$ cat config.mk
export PLATFORM = sky130hd
export DESIGN_NAME = seg_scan_ctrl_flat
export DESIGN_NICKNAME = d
export VERILOG_FILES = /design/src/rtl/seg_pkg.sv /design/src/rtl/seg_scan_ctrl_if.sv /design/src/rtl/seg_scan_ctrl_hex7seg.sv /design/src/rtl/seg_scan_ctrl.sv /design/src/flat_wrapper.sv
export SDC_FILE = /design/constraint.sdc
export NUM_CORES = 1
export LEC_CHECK = 0
export ABC_AREA = 0
export BUFFER_PORTS_ARGS = -buffer_cell sky130_fd_sc_hd__buf_2
export CAP_MARGIN = 10
export CORE_MARGIN = 2
export CORE_UTILIZATION = 50
export DETAILED_ROUTE_END_ITERATION = 16
export PLACE_DENSITY_LB_ADDON = 0.15
export REMOVE_ABC_BUFFERS = 1
export SLEW_MARGIN = 20
export SYNTH_ARGS = -nofsm -noshare
export SYNTH_HDL_FRONTEND = slang
export SYNTH_SLANG_ARGS = --single-unit
$ cat constraint.sdc
create_clock -name clk -period 2.8 [get_ports clk]
set_input_delay 0.28 -clock clk [delete_from_list [all_inputs] [get_ports clk]]
set_output_delay 0.28 -clock clk [all_outputs]
set_load 0.005 [all_outputs]
$ cat src/rtl/seg_pkg.sv
// Shared types and constants for the seven-segment scan controller.
package seg_pkg;

    typedef enum logic [1:0] {
        S_BLANK = 2'd0,
        S_ON    = 2'd1,
        S_OFF   = 2'd2
    } seg_state_t;

    typedef struct packed {
        logic [15:0] data;
        logic [3:0]  dp;
    } seg_disp_t;

    localparam logic [6:0] SEG_BLANK = 7'h7F;
    localparam logic [3:0] AN_OFF    = 4'hF;

    // Active-low gfedcba, indexed by nibble value
    localparam logic [6:0] HEX7SEG [16] = '{
        7'h40, 7'h79, 7'h24, 7'h30, 7'h19, 7'h12, 7'h02, 7'h78,
        7'h00, 7'h10, 7'h08, 7'h03, 7'h46, 7'h21, 7'h06, 7'h0E
    };

endpackage

$ cat src/rtl/seg_scan_ctrl_if.sv
// CPU-side valid/ready load port for the display scanner.
interface seg_scan_ctrl_if;
    logic        wr_valid;
    logic        wr_ready;
    logic [15:0] wr_data;
    logic [3:0]  wr_dp;

    modport master (output wr_valid, output wr_data, output wr_dp, input wr_ready);
    modport slave  (input wr_valid, input wr_data, input wr_dp, output wr_ready);
endinterface

$ cat src/rtl/seg_scan_ctrl_hex7seg.sv
// Combinational nibble to active-low seven-segment decoder.
module hex7seg
    import seg_pkg::*;
(
    input  logic [3:0] nibble,
    output logic [6:0] seg
);
    always_comb seg = HEX7SEG[nibble];
endmodule

$ cat src/rtl/seg_scan_ctrl.sv
// Four-digit time-multiplexed seven-segment scanner with blanking, PWM
// brightness and a shadow/display double-buffered load port.
module seg_scan_ctrl
    import seg_pkg::*;
#(
    parameter int unsigned SUB_DIV = 3125
)
(
    input  logic            clk,
    input  logic            btnCpuReset,
    seg_scan_ctrl_if.slave  wr,
    input  logic [3:0]      brightness,
    input  logic [3:0]      enable,
    output logic [6:0]      seg,
    output logic            dp,
    output logic [3:0]      an,
    output logic            frame_tick
);
    localparam int unsigned SW = (SUB_DIV > 1) ? $clog2(SUB_DIV) : 1;
    localparam logic [SW-1:0] SUB_LAST = SW'(SUB_DIV - 1);

    logic [SW-1:0] subCnt;
    logic [3:0]    phase;
    logic [1:0]    digit;
    logic          subWrap;
    logic          slotStart;
    logic          frameStart;

    seg_state_t    stateQ;
    seg_state_t    stateNxt;

    seg_disp_t     shadow;
    seg_disp_t     display;
    seg_disp_t     displayNxt;
    logic          pending;
    logic          loadNow;
    logic          acceptNow;

    logic [3:0]    slotNibble;
    logic [3:0]    slotBright;
    logic          slotDp;
    logic          slotEn;
    logic [6:0]    segDec;

    always_comb begin
        subWrap    = (subCnt == SUB_LAST);
        slotStart  = (subCnt == '0) && (phase == '0);
        frameStart = slotStart && (digit == '0);
        loadNow    = frameStart && pending;
        acceptNow  = wr.wr_valid && !pending;
        displayNxt = loadNow ? shadow : display;
    end

    assign wr.wr_ready = !pending;

    always_ff @(posedge clk or negedge btnCpuReset) begin
        if (!btnCpuReset) begin
            subCnt <= '0;
            phase  <= '0;
            digit  <= '0;
        end else if (subWrap) begin
            subCnt <= '0;
            phase  <= phase + 4'd1;
            if (phase == 4'd15)
                digit <= digit + 2'd1;
        end else begin
            subCnt <= subCnt + 1'b1;
        end
    end

    always_ff @(posedge clk or negedge btnCpuReset) begin
        if (!btnCpuReset) begin
            shadow  <= '0;
            display <= '0;
            pending <= 1'b0;
        end else if (loadNow) begin
            display <= shadow;
            pending <= 1'b0;
        end else if (acceptNow) begin
            shadow  <= '{data: wr.wr_data, dp: wr.wr_dp};
            pending <= 1'b1;
        end
    end

    // Slot 0 samples the incoming display word so a frame-start load shows immediately
    always_ff @(posedge clk or negedge btnCpuReset) begin
        if (!btnCpuReset) begin
            slotNibble <= '0;
            slotBright <= '0;
            slotDp     <= 1'b0;
            slotEn     <= 1'b0;
        end else if (slotStart) begin
            slotNibble <= displayNxt.data[{digit, 2'b00} +: 4];
            slotDp     <= displayNxt.dp[digit];
            slotBright <= brightness;
            slotEn     <= enable[digit];
        end
    end

    hex7seg u_hex7seg (
        .nibble (slotNibble),
        .seg    (segDec)
    );

    // stateNxt is the state of the subphase being entered; outputs register it directly
    always_comb begin
        stateNxt = stateQ;
        if (slotStart) begin
            stateNxt = S_BLANK;
        end else if (subCnt == '0) begin
            case (stateQ)
                S_BLANK: if (phase == 4'd1)
                             stateNxt = (slotBright != '0 && slotEn) ? S_ON : S_OFF;
                S_ON:    if ({1'b0, phase} == {1'b0, slotBright} + 5'd1)
                             stateNxt = S_OFF;
                S_OFF:   stateNxt = S_OFF;
                default: stateNxt = S_BLANK;
            endcase
        end
    end

    always_ff @(posedge clk or negedge btnCpuReset) begin
        if (!btnCpuReset) begin
            stateQ     <= S_BLANK;
            an         <= AN_OFF;
            seg        <= SEG_BLANK;
            dp         <= 1'b1;
            frame_tick <= 1'b0;
        end else begin
            stateQ     <= stateNxt;
            frame_tick <= frameStart;
            if (stateNxt == S_ON) begin
                an  <= ~(4'b0001 << digit);
                seg <= segDec;
                dp  <= ~slotDp;
            end else begin
                an  <= AN_OFF;
                seg <= SEG_BLANK;
                dp  <= 1'b1;
            end
        end
    end

endmodule

$ cat src/flat_wrapper.sv
// flat-port wrapper written by rule: the top's interface ports become plain ports
module seg_scan_ctrl_flat import seg_pkg::*;
#(
    parameter int unsigned SUB_DIV = 3125
)
  (clk, btnCpuReset, brightness, enable, seg, dp, an, frame_tick, wr_wr_valid, wr_wr_data, wr_wr_dp, wr_wr_ready);
  seg_scan_ctrl_if wr_i ();
  input  logic clk;
  input  logic btnCpuReset;
  input  logic [3:0] brightness;
  input  logic [3:0] enable;
  output logic [6:0] seg;
  output logic dp;
  output logic [3:0] an;
  output logic frame_tick;
  input wire logic [$bits(wr_i.wr_valid)-1:0] wr_wr_valid;
  input wire logic [$bits(wr_i.wr_data)-1:0] wr_wr_data;
  input wire logic [$bits(wr_i.wr_dp)-1:0] wr_wr_dp;
  output wire logic [$bits(wr_i.wr_ready)-1:0] wr_wr_ready;
  assign wr_i.wr_valid = wr_wr_valid;
  assign wr_i.wr_data = wr_wr_data;
  assign wr_i.wr_dp = wr_wr_dp;
  assign wr_wr_ready = wr_i.wr_ready;
  seg_scan_ctrl #(.SUB_DIV(SUB_DIV)) u_core (.clk(clk), .btnCpuReset(btnCpuReset), .wr(wr_i), .brightness(brightness), .enable(enable), .seg(seg), .dp(dp), .an(an), .frame_tick(frame_tick));
endmodule
==> results of run 1 <==
-- kinds of logic after synthesis --
group,synth area share (%)
xor+xnor,4.272
buf+inv,3.540
fa+ha+maj,5.188
simple gates,9.338
mux,22.15
flops,51.63
compound gates,3.876
-- power by group through the flow --
stage	clock network [mW]	registers, mW	logic [mW]
CTS	1.03	1.29	0.129
global placement	0	1.31	0.126
global route	1.08	1.30	0.141
finish	0.999	1.29	0.126
detailed placement	0	1.31	0.129
floorplan	0	1.30	0.0753
-- final cells by class --
type / count / area, um^2 / share of cell area (%)
Clock buffer: 13 / 168.9 / 3.613
Clock inverter: 3 / 67.56 / 1.445
Inverter: 17 / 63.81 / 1.365
Multi-Input combinational cell: 200 / 1841 / 39.36
Sequential cell: 84 / 2117 / 45.28
Tap cell: 105 / 131.4 / 2.810
Timing Repair Buffer: 52 / 286.5 / 6.128
-- path summary, 6_finish.rpt --
| check | slack (ps) | cells past startpoint | end |
|---|---|---|---|
| min reg2reg | 450 | 1 | u_core.dp |
| min in group clk | 160 | 2 | u_core.slotBright[0] |
| min | -30 | 1 | u_core.slotBright[2] |
| max | 560 | 6 | u_core.display[12] |
| max in group asynchronous | 2320 | 1 | u_core.display[2] |
| max reg2reg | 560 | 6 | u_core.display[12] |
-- cell usage in the layout, fill, tap and decap left out, drive strengths merged, types with 6 or more instances in the layout --
cell    instances
dfstp          12
buf            52
nand4           6
ha             17
xor2            6
mux2i           6
xnor2          14
nor2           15
nand2          18
clkbuf         13
inv            17
o21ai          13
dfrtp          72
mux2           47
mux4           11
nand3          17
-- critical path, delay by kind of cell (launching register included) --
kind | cells | cell delay [ps]
simple gates | 3 | 980
flops | 1 | 450
mux | 1 | 380
fa+ha+maj | 1 | 180
buf+inv | 1 | 120
-- sequential cells by signal, indices dropped and copies added (netlist names) --
| register | cells |
|---|---|
| u_core.display | 20 |
| u_core.dp | 1 |
| u_core.slotBright | 4 |
| u_core.stateQ | 2 |
| u_core.phase | 4 |
| u_core.shadow | 20 |
| u_core.slotDp | 1 |
| u_core.subCnt | 12 |
| u_core.pending | 1 |
| u_core.an | 4 |
| u_core.frame_tick | 1 |
| u_core.slotNibble | 4 |
| u_core.digit | 2 |
| u_core.slotEn | 1 |
| u_core.seg | 7 |
-- through the flow --
| stage | power [mW] | cells | util (%) | cell area [um^2] |
|---|---|---|---|---|
| after global routing | 2.523 | 474 | 57.78 | 4676 |
| after detailed placement | 1.443 | 458 | 54.81 | 4436 |
| after floorplan | 1.375 | 301 | - | 4019 |
| final | 2.414 | 474 | 57.78 | 4676 |
| after global placement | 1.437 | 458 | 54.81 | 4436 |
| after CTS | 2.452 | 474 | 57.73 | 4672 |
-- synthesized netlist by cell type, drive strengths merged --
cell	count
a21boi	2
a21oi	1
a22oi	1
a32oi	1
and3	2
and4	1
buf	7
clkbuf	8
dfrtp	72
dfstp	12
ha	17
inv	17
mux2	47
mux2i	6
mux4	11
nand2	18
nand2b	2
nand3	17
nand3b	1
nand4	6
nor2	15
nor2b	3
nor3	3
nor4	1
nor4b	3
o2111ai	3
o211ai	1
o21a	1
o21ai	13
o221ai	1
o31ai	1
or2	1
or3b	1
xnor2	14
xor2	6
-- layer usage --
metal  vias to the layer above  GRT usage, %
li1                       1199             -
met4                         0         6.884
met3                         8         3.352
met1                      1206         25.79
met5                         -             0
met2                        38         26.61
==> reports/metrics.csv, run 1 <==
metric,value,unit
htree_num_levels,3,
path_cells,inv_1 > ha_1 > or3b_1 > or2_1 > nand2b_4 > mux2_4,
cp-end-kind,flop,
clockRootBuffer,clkbuf_8,
worstPathMaxFanout,21,
synth.distinct_cells,41,
cp.required,3020,ps
port_buffers,44,
topRoutingLayerUsed,met4,
num_antenna_cells,0,
overflow,0,
p_comb_share,5.2,%
clock_latency,340,ps
die-height,94.56,um
fin_nets,412,
synth_cells,316,
setup_viol,0,
p_sw,0.5084,mW
rows,33,
critPathMaxStageDelay,450,ps
hpwl,4.746,mm
worstMarginPinSlew,733.6,ps
drcViolationCount,0,
failed_checks,negative hold slack,
pwr-share-seq,53.4,%
ctsHoldBuffers,0,
grt_pass1_vias,2407,
gr-usage-all-layers,17.77,%
worstSetupPathType,flop to flop,
start_kind,flop,
slew_viol_final,0,
maxCapViolations,0,
drt-pass1-iter-count,4,
final_layout_size_suffix_gt1_share,38.21,%
hold_viol,41,
status,"complete, but fails checks",
drt_iter0_drc,119,
die_x,94.56,um
cts_sinks,84,
start_util,50.66,%
met1_length,3.599,mm
vdd_drop_max,0.0003003,V
wl,7.096,mm
switching_share,21.06,%
clk_pin_slew,90,ps
cts_resized,0,
p_leak,2.180,nW
die_area,8941,um^2
relSlewSlack,51.09,%
routed_via_density,5.171,
wl_per_cell,14.97,um
vias,2451,
cts_tree,done,
io_pins,45,
powerDensity,516.3,nW/um^2
area_growth,14.04,%
ys_seq_area_share,51.63,%
startpoint,u_core.phase[0],
synthesis.area,4100,um^2
num-fill-cells,705,
yosysTopAreaCell,dfrtp_1,
reg2reg_from,u_core.phase[0],
clkPwrFrac,41.4,%
ys.warnings.count,0,
cp_slowest_cell,dfrtp_1,
synth.top_cell.area_share,43.94,%
finalCritPeriodShare,79.83,%
fin_worst_skew,13.25,ps
wl_met2,3.217,mm
postCtsSetupRepairBufs,0,
grt_pass1_wl,12.12,mm
hp-class,input port to asynchronous set/reset pin,
grt_max_degree,85,
ys_ff_latch,84,
layout_min_cycle_time,2235,ps
crit_arrival,2460,ps
gp_congestion,0.8478,
synth_area_per_cell,12.98,um^2
max_freq,0.4474,GHz
core,8093,um^2
hold_ws,-29.78,ps
wl_met3,189,um
cts_made_buffers,9,
ant_nets,0,
tns,0,ps
synth.area.top_cells,"dfrtp_1 (44%), dfstp_2 (7.7%), mux2_2 (7.7%)",
place_ws,590.2,ps
antenna_found_initial,0,
p_int,1.906,mW
rsz0062_at_grt,false,
layout_setup_ws,564.8,ps
clockBufferDepth,2,
(Power assumes the default switching activity.)
==> run 2, diff against run 1 <==
Settings changed: ABC_AREA 0 to 1.
Clock period 2.8 ns to 2.3 ns, I/O delays scaled along.
==> reports/metrics.csv, run 2 <==
metric,value,unit,change
status,finished clean,,
wl_per_cell,13.95,um,-6.8%
cp_top_family,simple AND/OR/NAND/NOR gates,,
num_antenna_cells,0,,unchanged
path_cells,inv_1 > ha_1 > xor2_1 > nor3_1 > nand4_1 > nand2_1 > nand2_1 > nand2_1 > nand2_1 > nand3_1,,
multi_input_area,1823,um^2,-0.95%
synth_compound_area_share,4.688,%,+0.81 points
vdd_drop_max,0.0003908,V,+30%
wl,8.441,mm,+19%
overflow,0,,unchanged
p_int,2.112,mW,+11%
rsz0062_at_grt,false,,
clockRootBuffer,clkbuf_8,,
synth.area.top_cells,"dfrtp_1 (43%), nand3_1 (8.3%), nand2_1 (8.1%)",,
path_buf_inv,1,,unchanged
cp_slowest_cell,dfrtp_1,,
fin_nets,544,,+32%
synth_adder_area_share,5.108,%,-0.079 points
layout_common_cells,"nand2_1 (90), dfrtp_1 (72), nand3_1 (69)",,
drt-pass1-iter-count,4,,unchanged
cp-end-kind,flop,,
start_kind,flop,,
setup_viol,0,,unchanged
async_flop_share,100.0,%,unchanged
synth_area_per_cell,9.442,um^2,-27%
htree_num_levels,3,,unchanged
worstMarginPinSlew,505.0,ps,-228.6 ps
final_cells,605,,+28%
grt_pass1_wl,14.31,mm,+18%
cp.depth,10,,+4
clockBufferDepth,2,,unchanged
synth_edf_count,0,,unchanged
cts_tree,done,,
synth_cells,441,,+40%
area_growth,14.00,%,about the same
io_pins,45,,unchanged
rrSetupSlack,240,ps,-330 ps
dp.cells,588,,+28%
cp.required,2580,ps,-440 ps
grt_max_degree,48,,-44%
start_util,51.19,%,+0.53 points
synth.distinct_cells,38,,-7.3%
seqCellArea,2117,um^2,unchanged
hold_viol,0,,-100%
gr-usage-all-layers,20.67,%,+2.9 points
ys.warnings.count,0,,unchanged
num-fill-cells,732,,+3.8%
die_x,95.26,um,+0.74%
port_buffers,44,,unchanged
crit_end,u_core.an[0],,
drt_iter0_drc,161,,+35%
maxCapViolations,0,,unchanged
finalCritPeriodShare,89.70,%,+9.9 points
cts_made_buffers,9,,unchanged
synth_common_cells,"nand2_1 (90), dfrtp_1 (72), nand3_1 (69)",,
antenna_found_initial,0,,unchanged
synth.top_cell.area_share,43.27,%,-0.67 points
vias,3177,,+30%
crit_arrival,2340,ps,-120 ps
die-height,95.26,um,+0.74%
p_comb_share,4.3,%,-0.9 points
worstPathMaxFanout,13,,-38%
core,8134,um^2,+0.51%
placed_cell_area,4528,um^2,+2.1%
layout_min_cycle_time,2063,ps,-172.1 ps
hp-class,input port to flop,,
finalInstanceArea,4747,um^2,+1.5%
synth_mux_area_share,5.679,%,-16 points
timing.rr.end,u_core.an[0],,
synth_top_family_by_area,simple AND/OR/NAND/NOR gates,,
drcViolationCount,0,,unchanged
p_leak,2.396,nW,+9.9%
hpwl,6.100,mm,+29%
slew_viol_final,0,,unchanged
die_area,9074,um^2,+1.5%
rows,33,,unchanged
relSlewSlack,66.33,%,+15 points
synth.most_common_cell,nand2_1,,
gp_congestion,0.8600,,+1.4%
synth_xor_area_share,3.155,%,-1.1 points
clkPwrFrac,38.6,%,-2.8 points
ys_ff_latch,84,,unchanged
powerDensity,571.9,nW/um^2,+11%
pwr-share-seq,57.1,%,+3.7 points
routed_via_density,5.251,,+1.6%
yosys.area_share.simple,25.15,%,+16 points
switching_share,22.20,%,+1.1 points
max_freq,0.4847,GHz,+8.3%
reg_top3,"u_core.display x20, u_core.shadow x20, u_core.subCnt x12",,
synthesis.area,4164,um^2,+1.6%
layout_commonest_cell,nand2_1,,
cts_sinks,84,,unchanged
critPathMaxStageDelay,430,ps,-20 ps
ys.flop_type,dfrtp_1,,
worstSetupPathType,flop to flop,,
rr_worst_depth,10,,+4
fin_worst_skew,12.50,ps,-0.7479 ps
tns,0,ps,unchanged
clock_latency,360,ps,+20 ps
startpoint,u_core.slotBright[0],,
ys_seq_area_share,50.84,%,-0.79 points
p_sw,0.6027,mW,+19%
path_common_cell,nand2_1,,
grt_pass1_vias,3000,,+25%
ant_nets,0,,unchanged
yosysTopAreaCell,dfrtp_1,,
reg2reg_from,u_core.slotBright[0],,
final_layout_size_suffix_gt1_share,24.80,%,-13 points
clk_pin_slew,80,ps,about the same
-- run 2: cells by family (layout without fill, tap and decap cells) --
family / count (synthesis) / count (layout)
buf+inv: 51 / 110
xor+xnor: 15 / 15
mux: 21 / 21
simple gates: 218 / 218
compound gates: 35 / 35
flops: 84 / 84
fa+ha+maj: 17 / 17
-- run 2: final cells by class --
| cell class | instances | area share (%) |
|---|---|---|
| inverters | 39 | 3.084 |
| clock buffers | 10 | 2.899 |
| clock inverters | 5 | 1.265 |
| multi-input cells | 306 | 38.40 |
| flip-flops and latches | 84 | 44.60 |
| repair buffers | 56 | 6.985 |
| well taps | 105 | 2.768 |
-- run 2: per-layer routing --
metal	wire [um]	share of wire [%]	GRT usage, %
met1	3734	44	26.59
met2	4243	50	34.57
met3	345	4.1	5.296
met4	118	1.4	5.918
met5	0	0	0
-- run 2: worst register-to-register path: stages (launching register included) --
cell and delay [ps]:
dfrtp_1 430, inv_1 90, ha_1 310, xor2_1 160, nor3_1 240, nand4_1 120, nand2_1 80, nand2_1 50
nand2_1 50, nand2_1 250, nand3_1 210
-- run 2: power groups by stage --
stage          Clock [mW]  Sequential (mW)  Combinational [mW]
3_3_place_gp            0             1.58               0.115
2_1_floorplan           0             1.57              0.0531
3_5_place_dp            0             1.58               0.120
4_1_cts              1.08             1.55               0.121
6_report             1.05             1.55               0.117
5_1_grt              1.15             1.56               0.133
-- run 2: worst min path at each step --
stage,from,to,slack [ps],cells past startpoint
floorplan,btnCpuReset,u_core.digit[0],-70,0
global placement,btnCpuReset,u_core.subCnt[8],230,1
detailed placement,btnCpuReset,u_core.subCnt[8],230,1
CTS,brightness[0],u_core.slotBright[0],60,3
global route,wr_wr_dp[0],u_core.shadow[0],70,2
finish,brightness[0],u_core.slotBright[0],80,3
-- run 2: repair_timing --
action	in CTS	in global routing
gates resized for setup	0	1
setup endpoints to repair	0	2
buffers inserted	0	1
hold buffers	1	0
endpoints found under the hold margin	37	0
-- run 2: stage by stage --
step                      setup slack, ps  util (%)  hold WS, ps  total power [mW]
after CTS                           185.4     58.22        64.43             2.759
final                               237.0     58.36        84.54             2.715
after detailed placement            215.8     55.67        232.6             1.701
after global routing                69.87     58.36        70.05             2.840
after global placement              280.0     55.67        229.5             1.695
after floorplan                     242.1         -       -65.59             1.621
==> run 3, diff against run 2 <==
Clock period 2.3 ns to 2.6 ns, I/O delays scaled along.
==> reports/metrics.csv, run 3 (synthesis gave the netlist of run 2 again) <==
metric,value,unit,change
max_freq,0.4385,GHz,-9.5%
cts_sinks,84,,unchanged
hold_viol,0,,unchanged
grt_max_degree,75,,+56%
wl,8.027,mm,-4.9%
grt_pass1_vias,2986,,-0.47%
grt_pass1_wl,13.74,mm,-4.0%
p_total,2.465,mW,-9.2%
postCtsSetupRepairBufs,0,,unchanged
htree_num_levels,3,,unchanged
powerDensity,526.4,nW/um^2,-8.0%
seqCellArea,2117,um^2,unchanged
layout_common_cells,"nand2_1 (90), dfrtp_1 (72), nand3_1 (69)",,
port_buffers,44,,unchanged
reg_top3,"u_core.display x20, u_core.shadow x20, u_core.subCnt x12",,
routed_via_density,5.255,,about the same
final_layout_size_suffix_gt1_share,23.37,%,-1.4 points
clk_pin_slew,80,ps,about the same
start_kind,flop,,
gp_congestion,0.8376,,-2.6%
worstPathMaxFanout,22,,+9
core,8134,um^2,unchanged
antenna_found_initial,0,,unchanged
drt-pass1-iter-count,5,,+1
die_area,9074,um^2,unchanged
finalCritPeriodShare,87.72,%,-2.0 points
clockRootBuffer,clkbuf_8,,
vdd_drop_max,0.0003228,V,-17%
vias,3137,,-1.3%
io_pins,45,,unchanged
ctsHoldBuffers,0,,-1
overflow,0,,unchanged
area_growth,12.47,%,
clock_latency,340,ps,-20 ps
cts_tree,done,,
status,finished clean,,
cp-end-kind,flop,,
cts_resized,0,,unchanged
die_x,95.26,um,unchanged
crit_arrival,2520,ps,+180 ps
setup_viol,0,,unchanged
hpwl,5.843,mm,-4.2%
worstSetupPathType,flop to flop,,
num_antenna_cells,0,,unchanged
clockBufferDepth,2,,unchanged
layout_commonest_cell,nand2_1,,
hp-class,input port to asynchronous set/reset pin,,
rows,33,,unchanged
worstMarginPinSlew,897.8,ps,+392.7 ps
p_leak,2.363,nW,-1.4%
fin_worst_skew,9.032,ps,-3.465 ps
drcViolationCount,0,,unchanged
fin_nets,537,,-1.3%
wl_per_cell,13.45,um,-3.6%
multi_input_area,1823,um^2,unchanged
num-fill-cells,720,,-1.6%
die-height,95.26,um,unchanged
layout_min_cycle_time,2281,ps,+217.6 ps
rsz0062_at_grt,false,,
tns,0,ps,unchanged
drt_iter0_drc,122,,-24%
cts_made_buffers,9,,unchanged
start_util,51.19,%,unchanged
maxCapViolations,0,,unchanged
cp.required,2840,ps,+260 ps
gr-usage-all-layers,19.42,%,-1.2 points
relSlewSlack,40.15,%,-26 points
ant_nets,0,,unchanged
slew_viol_final,0,,unchanged
## run 3: per-stage QoR
step | hold slack (ps) | util (%) | setup slack, ps | cells | cell area (um^2)
after global placement | 435.3 | 55.05 | 370.9 | 583 | 4478
after global routing | 124.7 | 57.58 | 121.7 | 597 | 4683
final | 46.78 | 57.58 | 319.4 | 597 | 4683
after detailed placement | 433.6 | 55.05 | 334.2 | 583 | 4478
after floorplan | -35.59 | - | 542.1 | 429 | 4086
after CTS | 80.75 | 57.58 | 298.0 | 597 | 4683
## run 3: layout make-up
cell class	instances	share of cell area, %
tap	105	2.805
inverter	39	3.126
clock buffer	12	3.099
sequential	84	45.20
timing repair buffer	49	5.557
multi-input combinational	306	38.93
clock inverter	2	1.282
## run 3: where the power goes
group / switching, mW / internal (mW)
logic: 0.0477 / 0.0512
clock network: 0.437 / 0.559
registers: 0.0243 / 1.35
## run 3: worst paths after layout
check                                startpoint                    to  slack, ps  depth (start not counted)
worst max-delay path            u_core.phase[0]         u_core.slotDp        320                         12
worst min-delay path                btnCpuReset      u_core.subCnt[9]         50                          1
worst max register to register  u_core.phase[0]         u_core.slotDp        320                         12
worst min register to register    u_core.slotDp             u_core.dp        450                          1
max in group asynchronous           btnCpuReset             u_core.dp       1780                          2
min in group clk                  brightness[2]  u_core.slotBright[2]        130                          3
## run 3: worst max-delay path, cell delays in order, from the launching register on
cell	delay (ps)
dfrtp_1	430
inv_1	120
ha_1	170
nor3b_4	280
nand3_4	160
nor2_8	300
nand2_4	230
nand2_1	140
nand3_1	70
nand3_1	90
nand2_1	70
nand2_1	60
nand2_1	40
## run 3: per-layer routing
| metal | share of wire, % | vias up | wire, um | global-route usage (%) |
|---|---|---|---|---|
| met4 | 1.2 | 0 | 99 | 6.159 |
| met2 | 48 | 53 | 3872 | 31.57 |
| li1 | - | 1554 | - | - |
| met3 | 3.3 | 11 | 268 | 3.083 |
| met1 | 47 | 1519 | 3787 | 26.74 |
| met5 | 0 | - | 0 | 0 |
